==> config.mk <==
export PLATFORM = sky130hd
export DESIGN_NAME = uart_tx_arbiter
export DESIGN_NICKNAME = d
export VERILOG_FILES = /design/src/rtl/uart_tx_arbiter.sv
export SDC_FILE = /design/constraint.sdc
export NUM_CORES = 1
export LEC_CHECK = 0
export CAP_MARGIN = 5
export CORE_MARGIN = 2
export CORE_UTILIZATION = 49
export CTS_BUF_LIST = sky130_fd_sc_hd__clkbuf_8
export CTS_CLUSTER_SIZE = 20
export DETAILED_ROUTE_END_ITERATION = 12
export HOLD_SLACK_MARGIN = 0.15
export PLACE_DENSITY = 0.87
export SLEW_MARGIN = 20
export SYNTH_ARGS = -nofsm -noshare
export SYNTH_HDL_FRONTEND = slang
export SYNTH_SLANG_ARGS = --single-unit
==> constraint.sdc <==
create_clock -name CLK -period 3.3 [get_ports CLK]
set_input_delay 0.66 -clock CLK [delete_from_list [all_inputs] [get_ports CLK]]
set_output_delay 0.66 -clock CLK [all_outputs]
set_load 0.03 [all_outputs]
==> src/rtl/uart_tx_arbiter.sv <==
// rtl/uart_tx_arbiter.sv - round-robin scheduler sharing one UART TX serializer among N clients
module uart_tx_arbiter #(
  parameter  int N        = 4,
  parameter  int SIZE     = 8,
  parameter  int START_TO = 16,
  localparam int IW       = (N > 1) ? $clog2(N) : 1,
  localparam int CW       = $clog2(START_TO + 1)
) (
  input  logic            CLK,
  input  logic            RST_N,
  input  logic [N-1:0]    REQ,
  input  logic [N*SIZE-1:0] DATA,
  output logic [N-1:0]    ACK,
  output logic [IW-1:0]   GNT_ID,
  output logic [SIZE-1:0] TX_DATA,
  output logic            TX_RQ,
  input  logic            TX_BUSY,
  output logic            BUSY,
  output logic            START_ERR
);

  typedef enum logic [1:0] {
    IDLE       = 2'd0,
    LAUNCH     = 2'd1,
    WAIT_START = 2'd2,
    WAIT_DONE  = 2'd3
  } state_t;

  state_t          state;
  logic [IW-1:0]   ptr;
  logic [CW-1:0]   cnt;
  logic [IW-1:0]   gsel;
  logic            found;
  logic [SIZE-1:0] gdata;
  logic [IW-1:0]   ptr_next;
  int              idx;

  // Search REQ starting at ptr, wrapping at N rather than at 2^IW.
  always_comb begin
    gsel  = '0;
    found = 1'b0;
    idx   = 0;
    for (int k = 0; k < N; k++) begin
      idx = int'(ptr) + k;
      if (idx >= N) idx = idx - N;
      if (!found && REQ[idx[IW-1:0]]) begin
        found = 1'b1;
        gsel  = idx[IW-1:0];
      end
    end
  end

  always_comb begin
    gdata = '0;
    for (int k = 0; k < N; k++) begin
      if (gsel == IW'(k)) gdata = DATA[k*SIZE +: SIZE];
    end
  end

  always_comb begin
    if (int'(gsel) == N - 1) ptr_next = '0;
    else                     ptr_next = gsel + IW'(1);
  end

  assign BUSY = (state != IDLE);

  always_ff @(posedge CLK) begin
    if (!RST_N) begin
      state     <= IDLE;
      ptr       <= '0;
      cnt       <= '0;
      ACK       <= '0;
      TX_RQ     <= 1'b0;
      START_ERR <= 1'b0;
      TX_DATA   <= '0;
      GNT_ID    <= '0;
    end else begin
      ACK       <= '0;
      TX_RQ     <= 1'b0;
      START_ERR <= 1'b0;
      case (state)
        IDLE: begin
          if (!TX_BUSY && found) begin
            TX_DATA   <= gdata;
            GNT_ID    <= gsel;
            ACK[gsel] <= 1'b1;
            TX_RQ     <= 1'b1;
            ptr       <= ptr_next;
            state     <= LAUNCH;
          end
        end
        LAUNCH: begin
          cnt   <= '0;
          state <= WAIT_START;
        end
        WAIT_START: begin
          if (TX_BUSY) begin
            state <= WAIT_DONE;
          end else begin
            cnt <= cnt + CW'(1);
            // Error fires on the edge the counter reaches START_TO-1; the frame is dropped.
            if (cnt == CW'(START_TO - 2)) begin
              START_ERR <= 1'b1;
              state     <= IDLE;
            end
          end
        end
        WAIT_DONE: begin
          if (!TX_BUSY) state <= IDLE;
        end
        default: state <= IDLE;
      endcase
    end
  end

endmodule

# Yosys cells after proc, flatten, opt, wreduce, memory -nomap -nowiden
# Cells that the tools add are included.
totals:
  ramBits: 0
  memories: 0
  inputBits: 39
  romBits: 0
  ff_bits: 25
  latch_bits: 0
op_classes:
  n_div: 0
  reduce_logical: 19
  mul: 0
  magnitude_cmp: 10
  shift: 0
  n_addsub: 9
  muxes: 36
  bitwise_logic: 2
  n_eq_ne: 12
op_table:
  columns: ["operator", "n"]
  rows:
  - ["$mux 8", 4]
  - ["$mux 2", 13]
  - ["$lt 2x3->1 const B", 5]
  - ["$mux 1", 11]
  - ["$pmux 5 s2", 1]
  - ["$ge 3x3->1 const B", 3]
  - ["$bmux 1 s2", 4]
  - ["$eq 2x2->1 const B", 4]
  - ["$pmux 2 s4", 1]
  - ["$sub 2x1->2 const B", 4]
  - ["$add 2x2->3 const B", 2]
  - ["$eq 2x1->1 const B", 3]
  - ["$ne 2x2->1 const B", 3]
  - ["$reduce_and 2->1", 3]
  - ["$reduce_and 3->1", 2]
  - ["$add 5x1->5 const B", 1]
  - ["$eq 5x4->1 const B", 1]
  - ["$logic_and 1x1->1", 5]
  - ["$mux 5", 1]
  - ["$logic_not 1->1", 4]
  - ["$logic_not 2->1", 2]
  - ["$reduce_bool 2->1", 2]
  - ["$add 2x1->3 const B", 1]
  - ["$ge 2x3->1 const B", 1]
  - ["6 further kinds", 7]

# Longest topological paths before layout
# Gate-level depths: netlist of run 1.
logic_depth:
  word_depth: 19
  mapped_depth: 11
  ltp_nobuf: 9

# Least setup slack after synthesis of run 1
# OpenSTA, ideal clock, no wires.
synth_timing:
  path_type: "input -> register"
  start: "input REQ[3]"
  end: "register TX_DATA[7]"
  t_arrival_ps: 2308
  setup_ps: 120
  path_buffers: 2
  setup_slack_ps: 873
  stages: 10
  path_cell_list: "nand2b_1 -> a21o_1 -> o21ai_0 -> nor3_1 -> ha_1 -> clkbuf_1 -> buf_1 -> a21oi_1 -> a221oi_2 -> nor2_1"
synth_via:
  elab_chain_cells: 17
  elab_cells_between_ends: 32
  cone_classes: "eq/ne: 3; mux: 20; reduce/logical: 9"
synth_rtl:
  columns: ["element", "line", "text"]
  rows:
  - ["start: declaration", "11", "input logic [N-1:0] REQ,"]
  - ["$bmux 1 s2", "46", "if (!found && REQ[idx[IW-1:0]]) begin"]
  - ["$mux 1 (not written as such)", "46", null]
  - ["$mux 1", "46", null]
  - ["$logic_not 1->1", "46", null]
  - ["$logic_and 1x1->1", "46", null]
  - ["$mux 1", "46", null]
  - ["$logic_not 1->1", "46", null]
  - ["$logic_and 1x1->1", "46", null]
  - ["$mux 1", "46", null]
  - ["$logic_not 1->1", "46", null]
  - ["$logic_and 1x1->1", "46", null]
  - ["$mux 2 (*)", "46", null]
  - ["via gsel[0]", "32", "logic [IW-1:0] gsel;"]
  - ["$logic_not 2->1", "56", "if (gsel == IW'(k)) gdata = DATA[k*SIZE +: SIZE];"]
  - ["$mux 8 (3 in series)", "56", null]
  - ["$mux 8 (*)", "56", null]
  - ["end signal: assignment", "84", "TX_DATA <= gdata;"]
  - ["end: declaration", "15", "output logic [SIZE-1:0] TX_DATA,"]
# The timed path passes the listed nets; every way through them passes the cells marked *. The select of a mux whose other input is x is not followed.
# A chain may end at the register's enable or synchronous reset.

# Worst setup path in the final report of run 1
layout_timing:
  start: "input REQ[3]"
  end: "register TX_DATA[1]"
layout_via:
  elab_chain_cells: 17
  elab_cells_between_ends: 32
  cone_classes: "eq/ne: 3; mux: 20; reduce/logical: 9"
layout_rtl:
  columns: ["element", "line"]
  rows:
  - ["$bmux 1 s2", "46"]
  - ["$mux 1 (not written as such)", "46"]
  - ["$mux 1", "46"]
  - ["$logic_not 1->1", "46"]
  - ["$logic_and 1x1->1", "46"]
  - ["$mux 1", "46"]
  - ["$logic_not 1->1", "46"]
  - ["$logic_and 1x1->1", "46"]
  - ["$mux 1", "46"]
  - ["$logic_not 1->1", "46"]
  - ["$logic_and 1x1->1", "46"]
  - ["$mux 2", "46"]
  - ["$logic_not 2->1", "56"]
  - ["$mux 8 (4 in series)", "56"]
# Parallel ways exist; a longest one is shown, timed or not. The select of a mux whose other input is x is not followed.

==> key figures, run 1 <==
Status
  – Outcome: finished, violations left
  – Failing checks: DRC

Critical path
  – Crit path buf inv count: 1
  – CP max FO: 17
  – Startpoint types: input pin
  – CP most frequent cell: o21ai_0
  – CP peak stage delay: 0.59 ns
  – CP top delay family: compound AO/OA/AOI/OAI gates
  – CP endpoint kind: register
  – Critical R2R Launch: ptr[1]$_SDFFE_PN0P_
  – Req. time, crit path: 3.46 ns
  – Crit-path cells: clkdlybuf4s50_1, nand2b_1, a21o_1, o21ai_0, or3_1, ha_1, a21oi_1, o21ai_0, a221oi_2, nor2_1
  – Kind of critical path: input pin to register
  – CP arrival: 3.10 ns
  – Crit-path slowest cell: clkdlybuf4s50_1
  – Critical path origin: REQ[3]

CTS
  – CTS clock-pin slew for the worst setup and hold paths: 0.09 ns
  – TritonCTS buffer count: 3
  – Clk Latency, worst-skew pair: 0.27 ns
  – Hold Buf Count CTS: 0
  – CTS tree: done
  – Clock root buffer: clkbuf_8
  – Htree depth: 1
  – CTS max path bufs: 2
  – Setup bufs post-CTS: 0
  – Clock sinks: 25
  – Post-CTS Resized: 0

Yosys
  – Commonest cells in the synthesized netlist: dfxtp_1 (25), a21oi_1 (22), o21ai_0 (19)
  – Syn_nets: 226
  – Area leader, netlist: dfxtp_1
  – EDFF count, synth: 0
  – Syn avg cell area: 8.09 um^2
  – Syn Inst Count: 181
  – Area contributors post-synth: dfxtp_1 (34%), a21oi_1 (7.5%), a221oi_2 (7.2%)
  – Number of synthesized register bits: 25
  – Most common cell in the synthesized netlist: dfxtp_1
  – Post-Syn Area: 0.00146 mm^2
  – Ys Warns: 0
  – Ys flop type: dfxtp_1
  – Post-synthesis sequential area ratio: 34.2%
  – Yosys cell types: 37
  – Yosys top cell area share: 34.2%
  – Post-synth ARST share: 0%

Floorplan
  – Starting Density: 52.2%
  – Die height: 58.7 um
  – Number of top-level pins: 56
  – Total die area: 0.00344 mm^2
  – Core Box Area: 0.00281 mm^2
  – Die Wd: 58.7 um
  – FP Rows: 19

Drt
  – Router iterations before antenna repair: 8
  – Antenna Nets Post-Route: 0
  – Remaining routing DRC violations: 2
  – Wire per inst: 13.9 um
  – WL final: 3590 um
  – Vias per inst: 5.65
  – DRT iter0 DRCs: 64
  – Via Count: 1457

STA
  – Final Cycle Share: 89.1%
  – FMAX: 340 MHz
  – Relative slew slack: 46.5%
  – Final setup viols: 0
  – Worst-margin pin slew: 0.798 ns
  – Unrepaired setup endpoints after global routing: false
  – Clock Skew: 0.00737 ns
  – Setup_tns: 0 ns
  – Fin. Hold Viols: 0
  – Minimum clock period: 2.94 ns
  – Max-slew violations: 0

Power and ir drop
  – Switching share of total power: 34.5%
  – Clock network fraction of design power: 22.2%
  – Sequential fraction of design power: 41.0%
  – Sw Pwr: 289 uW
  – Int Power: 551 uW
  – VDD IR max: 0.000250 V
  – Power Total: 840 uW
  – Static leakage: 0.000798 uW
  – Combinational share of power: 36.8%
  – PwrDens: 411 mW/mm^2

GRT
  – First-pass GRT wire length: 6060 um
  – Number of global-route vias before repair: 1437
  – Met3 Use GR: 5.71%
  – Largest net degree at the start of global routing: 26
  – Most Used Layer, Global Route: met2
  – Global route overflow: 0
  – GRT Overall Usage: 22.1%
  – Met2 layer usage reported by global route: 35.8%
  – Global Route met1 Usage: 28.8%
  – Initial antenna violation count: 0

Placement
  – Hpwl dp: 2670 um
  – GP Congestion: 0.783
  – # port buffers: 55

Layout
  – Area Growth Syn to Fin: 39.7%
  – Nets: 273
  – Layout cell share with drive strength beyond 1: 7.05%
  – Diode count: 0

Worst hold path
  – Hold_sp: GNT_ID[1]$_SDFFE_PN0P_
  – Worst hold path type: register to register

Job
  – Max-cap viol count: 0
-- layer usage --
layer / up-vias / wire (um)
li1: 735 / -
met1: 644 / 1560
met2: 74 / 1640
met3: 4 / 351
met4: 0 / 38
met5: - / 0
-- power groups by stage --
stage	Combinational [uW]	Sequential [uW]	Clock (uW)
6_report	309	344	186
2_1_floorplan	160	380	0
4_1_cts	307	344	188
3_3_place_gp	298	350	0
3_5_place_dp	306	351	0
5_1_grt	335	348	197
-- layout by cell type, fill, tap and decap left out, types with 2 or more instances in the layout --
master           synthesis  final
o22ai_1                  2      2
nand2_1                 16     16
o21ai_0                 19     19
a221oi_2                 7      7
nand2b_1                 2      2
nor2b_1                  4      4
clkbuf_8                 0      3
nor2_1                  14     14
o21a_1                   2      2
inv_1                   14     14
a21boi_0                 3      3
dfxtp_1                 25     25
a21o_1                   2      2
and3_1                   4      4
clkdlybuf4s50_1          0     55
nand3_1                  2      2
nor3_1                   4      4
a2bb2oi_1                2      2
ha_1                     6      6
a21oi_1                 22     22
nor4b_1                  2      2
a32oi_1                  2      2
-- layout make-up --
class                           instances  area, um^2
Timing Repair Buffer                   55         551
Inverter                               14        52.6
Fill cell                             224         759
Multi-Input combinational cell        129         855
Tap cell                               31        38.8
Sequential cell                        25         500
Clock inverter                          1        7.51
Clock buffer                            3        41.3
-- cells by family (layout without fill, tap and decap cells) --
family          after synthesis  count (layout)  synth area share (%)
mux                           1               1                 0.684
buf+inv                      27              73                  7.44
compound gates               64              64                  29.8
fa+ha+maj                     6               6                  5.13
simple gates                 58              58                  22.7
flops                        25              25                  34.2
-- through the flow --
| stage | std cells | hold slack [ns] | instance area (um^2) | setup WS [ns] | utilization, % |
|---|---|---|---|---|---|
| after floorplan | 181 | 0.488 | 1460 | 0.873 | - |
| after global placement | 254 | 0.460 | 2000 | 0.266 | 71.2 |
| after detailed placement | 254 | 0.504 | 2000 | 0.154 | 71.2 |
| after CTS | 258 | 0.516 | 2050 | 0.439 | 72.9 |
| after global routing | 258 | 0.551 | 2050 | 0.249 | 72.9 |
| final | 258 | 0.516 | 2050 | 0.359 | 72.9 |
-- registers in the layout, indices dropped and copies added (netlist names) --
register,cells
state,2
cnt,5
TX_DATA,8
ACK,4
GNT_ID,2
START_ERR,1
TX_RQ,1
ptr,2
-- worst paths after layout --
path / depth (start not counted) / slack [ns] / end
max reg2reg: 9 / 0.89 / TX_DATA[1]$_SDFFE_PN0P_
max: 10 / 0.36 / TX_DATA[1]$_SDFFE_PN0P_
min: 2 / 0.52 / GNT_ID[1]$_SDFFE_PN0P_
min reg2reg: 2 / 0.52 / GNT_ID[1]$_SDFFE_PN0P_
-- worst reg2reg max path, cell delays in order, from the launching register on --
cell	delay [ns]
dfxtp_1	0.45
nand2b_1	0.14
a21o_1	0.13
o21ai_0	0.10
or3_1	0.37
ha_1	0.42
a21oi_1	0.22
o21ai_0	0.16
a221oi_2	0.25
nor2_1	0.08
Note: power is estimated with default switching activity, not from simulation.
==> run 2, diff against run 1 <==
CORE_UTILIZATION = 41   (was 49)
PLACE_DENSITY = 0.77   (was 0.87)
clock period = 2.7 ns   (was 3.3 ns; I/O delays follow)
==> key figures, run 2 (synthesis results as in run 1) <==
Layout
  – Commonest non-fill, non-tap cell in the layout: clkdlybuf4s50_1
  – Most frequent cells in the layout: clkdlybuf4s50_1 (55), dfxtp_1 (25), a21oi_1 (22), o21ai_0 (19), nand2_1 (16)
  – Diode count: 0 (unchanged)
  – Max FFs per register: 8 (unchanged)
  – Most flop-heavy register: TX_DATA
  – Biggest regs: TX_DATA x8, cnt x5, ACK x4
  – Reg area: 500 um^2 (unchanged)
  – Post-route core utilization: 65.0% (-8.0 points)
  – Multi-input gate area: 860 um^2 (+0.59%)
  – Layout cell share with drive strength beyond 1: 14.0% (+6.9 points)
  – Area Growth Syn to Fin: 50.4%
  – Nets: 289 (+5.9%)
  – Number of fill cells in the layout: 274 (+22%)

STA
  – Final setup viols: 0 (unchanged)
  – Minimum clock period: 2.47 ns
  – Setup ws final: 0.229 ns (-0.129 ns)
  – Max-slew violations: 0 (unchanged)
  – Setup_tns: 0 ns (unchanged)
  – Relative slew slack: 49.2% (+2.7 points)
  – FMAX: 405 MHz
  – Final Cycle Share: 91.5%
  – Fin. Hold Viols: 0 (unchanged)
  – Clock Skew: 0.00324 ns (-0.00413 ns)
  – Unrepaired setup endpoints after global routing: false
  – Worst-margin pin slew: 0.760 ns (-0.0389 ns)

Worst hold path
  – Worst hold path type: register to register
  – Hold_sp: GNT_ID[1]$_SDFFE_PN0P_

Power and ir drop
  – Clock network fraction of design power: 22.1% (about the same)
  – Switching share of total power: 34.1% (-0.34 points)
  – VDD IR max: 0.000216 V (-14%)
  – Combinational share of power: 38.6% (+1.8 points)
  – Int Power: 706 uW (+28%)
  – Sequential fraction of design power: 39.3% (-1.7 points)
  – Sw Pwr: 366 uW (+26%)
  – PwrDens: 487 mW/mm^2 (+19%)
  – Static leakage: 0.000877 uW (+9.9%)

CTS
  – CTS max path bufs: 2 (unchanged)
  – Setup bufs post-CTS: 0 (unchanged)
  – Clock root buffer: clkbuf_8
  – TritonCTS buffer count: 3 (unchanged)
  – Clock sinks: 25 (unchanged)
  – CTS clock-pin slew for the worst setup and hold paths: 0.09 ns (about the same)
  – Clk Latency, worst-skew pair: 0.28 ns (about the same)
  – Hold Buf Count CTS: 0 (unchanged)
  – CTS tree: done
  – Htree depth: 1 (unchanged)

Floorplan
  – Starting Density: 43.2% (-9.0 points)
  – Die Wd: 63.8 um (+8.7%)
  – Number of top-level pins: 56 (unchanged)
  – Core Box Area: 0.00339 mm^2 (+21%)
  – FP Rows: 21 (+2)
  – Total die area: 0.00406 mm^2 (+18%)
  – Die height: 63.8 um (+8.7%)

Drt
  – DRT iter0 DRCs: 108 (+69%)
  – Met1 WL: 1770 um (+13%)
  – WL final: 3610 um (+0.61%)
  – Top routing layer in use: met4
  – DR WL met3: 279 um (-21%)
  – Via Count: 1504 (+3.2%)
  – Router iterations before antenna repair: 4 (-4)
  – Metal2 WL: 1530 um (-6.3%)
  – Remaining routing DRC violations: 0 (-2)
  – Wire per inst: 12.5 um (-10%)
  – Antenna Nets Post-Route: 0 (unchanged)
  – Vias per inst: 5.20 (-7.8%)

GRT
  – Global route overflow: 0 (unchanged)
  – GRT Overall Usage: 19.2% (-2.9 points)
  – Number of global-route vias before repair: 1410 (-1.9%)
  – Largest net degree at the start of global routing: 26 (unchanged)
  – First-pass GRT wire length: 6310 um (+4.1%)
  – Initial antenna violation count: 0 (unchanged)

Placement
  – # port buffers: 55 (unchanged)
  – Dpl ws: -0.137 ns (-0.291 ns)
  – Hpwl dp: 2640 um (-1.2%)
  – GP Congestion: 0.804 (+2.6%)

Critical path
  – Req. time, crit path: 2.87 ns (-0.59 ns)
  – Kind of critical path: input pin to register
  – Critical R2R Launch: ptr[1]$_SDFFE_PN0P_
  – Critical path origin: REQ[1]
  – CP arrival: 2.64 ns (-0.46 ns)
  – Startpoint types: input pin
  – CP max FO: 17 (unchanged)
  – CP endpoint kind: register

Job
  – Max-cap viol count: 0 (unchanged)

Status
  – Outcome: finished, final reports clean
[run 2: changes by cell type in the layout (fill, tap and decap cells not counted)]
cell / change
buf_4: +15
buf_12: +1
ha_2: +2
ha_1: -2
[run 2: repair_timing]
action / CTS / global route
resized for setup: 0 / 2
setup endpoints to repair: 0 / 6
endpoints found under the hold margin: 0 / 0
[run 2: layer usage]
layer / track usage [%] / vias up
met5: 0 / -
met4: 5.71 / 0
met3: 3.17 / 4
met2: 29.2 / 66
met1: 27.9 / 668
li1: - / 766
[run 2: power groups by stage]
stage / registers (uW) / logic [uW] / clock network, uW
after global placement: 430 / 406 / 0
after global routing: 427 / 455 / 260
after floorplan: 465 / 196 / 0
final: 422 / 414 / 237
after detailed placement: 429 / 410 / 0
after CTS: 421 / 413 / 241
[run 2: critical path: stages]
cell,delay (ns)
clkdlybuf4s50_1,0.57
a21oi_1,0.07
o21a_1,0.17
o22ai_1,0.29
inv_1,0.11
buf_4,0.15
ha_1,0.20
buf_12,0.16
a221oi_1,0.29
nor2_1,0.08
[run 2: cell type report]
class	count	area share (%)
clock buffer	3	1.88
clock inverter	1	0.341
inverter	14	2.39
multi-input combinational	129	39.0
sequential	25	22.7
tap	46	2.61
timing repair buffer	71	31.0
[run 2: worst paths after layout]
| check | cells past startpoint | endpoint | slack (ns) |
|---|---|---|---|
| worst max-delay path | 10 | TX_DATA[0]$_SDFFE_PN0P_ | 0.23 |
| worst min-delay path | 2 | GNT_ID[1]$_SDFFE_PN0P_ | 0.50 |
| worst max register to register | 9 | TX_DATA[0]$_SDFFE_PN0P_ | 0.52 |
| worst min register to register | 2 | GNT_ID[1]$_SDFFE_PN0P_ | 0.50 |
[run 2: metrics by stage]
step                cells  hold WS, ns  cell area, um^2  power (uW)
global placement      285        0.503             2150         836
global route          289        0.554             2200        1140
CTS                   289        0.500             2200        1080
finish                289        0.501             2200        1070
floorplan             181        0.488             1460         660
detailed placement    285        0.486             2150         839
==> variant, RTL diff (settings of run 1) <==
The 4 states of `state_t` get a one-hot encoding in 4 bits.
--- a/src/rtl/uart_tx_arbiter.sv
+++ b/src/rtl/uart_tx_arbiter.sv
@@ -19,11 +19,11 @@
   output logic            START_ERR
 );
 
-  typedef enum logic [1:0] {
-    IDLE       = 2'd0,
-    LAUNCH     = 2'd1,
-    WAIT_START = 2'd2,
-    WAIT_DONE  = 2'd3
+  typedef enum logic [3:0] {
+    IDLE       = 4'b0001,
+    LAUNCH     = 4'b0010,
+    WAIT_START = 4'b0100,
+    WAIT_DONE  = 4'b1000
   } state_t;
 
   state_t          state;
Behaviour: no difference found for any inputs over 10 cycles, from zero or initial values and one cycle with RST_N low; not proved beyond that.
==> variant against run 1 <==
- design area shrank 1.8%
- critical path type unchanged
- first-iteration DRC count shrank 36%
- critical path depth is the same
- setup slack lost 0.0050 ns
- routed wire length grew 3.6%
- total power shrank 2.5%
- largest cell class unchanged
- cell count shrank 8.5%
- highest routed layer unchanged
- largest power group unchanged
- sequential cell count grew 2
- area after synthesis shrank 5.0%
==> variant: results (changes against run 1) <==
Status
  – Outcome: complete, no violations

Worst setup path
  – Crit path max fanout: 10 (-7)
  – Critical Path Start: REQ[2]
  – Delay-heaviest family, CP: buffers and inverters
  – Crit-path max cell delay: 0.54 ns (-0.05 ns)
  – Crit path DAT: 3.13 ns (+0.03 ns)
  – Worst R2R Setup Slack: 0.98 ns (+0.09 ns)

Yosys
  – Top cells by count, synth: dfxtp_1, nand3_1, nor2_1
  – Synthesized Nets: 196 (-13%)
  – Distinct cells, synth: 40 (+8.1%)
  – Synth Cell Area: 0.00139 mm^2 (-5.0%)

Placement
  – Worst slack at placement: 0.0986 ns (-0.0554 ns)
  – Placed cells: 232 (-8.7%)
  – Placed Instance Area: 0.00196 mm^2 (-1.7%)
  – GPL Wtd Cong: 0.780 (-0.40%)
  – Hpwl dp: 2.82 mm (+5.5%)

Finish
  – Clk tree area frac: 2.30% (-0.081 points)
  – Fraction of area in multi-input gates: 39.0% (-2.7 points)
  – Comb_multi_in: 109 (-16%)
  – Fillers: 196 (-13%)
  – Final nets: 251 (-8.1%)
  – Non-clk bufs: 58 (+5.5%)
  – Non-clock buffering overhead: 28.5% (+1.6 points)
  – Area of the multi-input gates: 785 um^2 (-8.2%)
  – Largest regs: TX_DATA (8), cnt (5)
  – Non-clk invs: 7 (-7)
  – Share of layout cells above drive strength 1: 7.32% (+0.27 points)
  – Register share of the cell area: 26.9% (+2.4 points)

Timing
  – Fin Clk Skew: 0.00258 ns (-0.00479 ns)
  – Worst hold margin: 0.479 ns (-0.0369 ns)
  – Max_slew headroom: 57.8% (+11 points)
  – Worst setup margin: 0.354 ns (-0.00504 ns)

Routing
  – Drt wl/cell: 15.8 um (+13%)
  – DR vias/cell: 6.15 (+8.9%)
  – M1 wire length: 1.48 mm (-5.3%)
  – Drt first-iter violations: 41 (-36%)
  – Met3 routed wirelength: 269 um (-23%)
  – DR pass1 iterations: 4 (-4)

Power
  – Static leakage: 0.762 nW (-4.4%)
  – Max rail drop VDD: 0.287 mV (+15%)

Global routing
  – Met2 Resource Use GR: 40.2% (+4.4 points)
  – Vias in the first global route: 1386 (-3.5%)
  – Total GRT Usage: 22.8% (+0.64 points)

Clocking
  – Clk sinks: 27 (+8.0%)

Worst hold path
  – Min-delay src: TX_DATA[3]
  – Worst Hold End: TX_DATA[3]
-- variant: cell count changes after synthesis, moves of 3 or more --
cell and delta:
a221oi_2 -7, nand2_1 -12, o211ai_1 +3, xor2_1 +3, a221oi_1 +6, nor2_1 -3, clkbuf_1 -6, nand3_1 +14
a21oi_1 -21, o221ai_1 +7, inv_1 -8, o31ai_1 +9, o21ai_0 -14
-- variant: cells by family (layout without fill, tap and decap cells) --
logic type      Yosys count  after routing  share of synthesized area, %
simple gates             58             58                          25.7
compound gates           41             41                          22.8
flops                    27             27                          38.8
buf+inv                  15             69                          4.77
fa+ha+maj                 6              6                          5.40
xor+xnor                  4              4                          2.52
-- variant: report_power, final --
| group | switching [mW] | internal [mW] | leakage [nW] |
|---|---|---|---|
| Sequential | 0.0155 | 0.348 | 0.220 |
| Clock | 0.105 | 0.0847 | 0.0255 |
| Combinational | 0.141 | 0.124 | 0.517 |
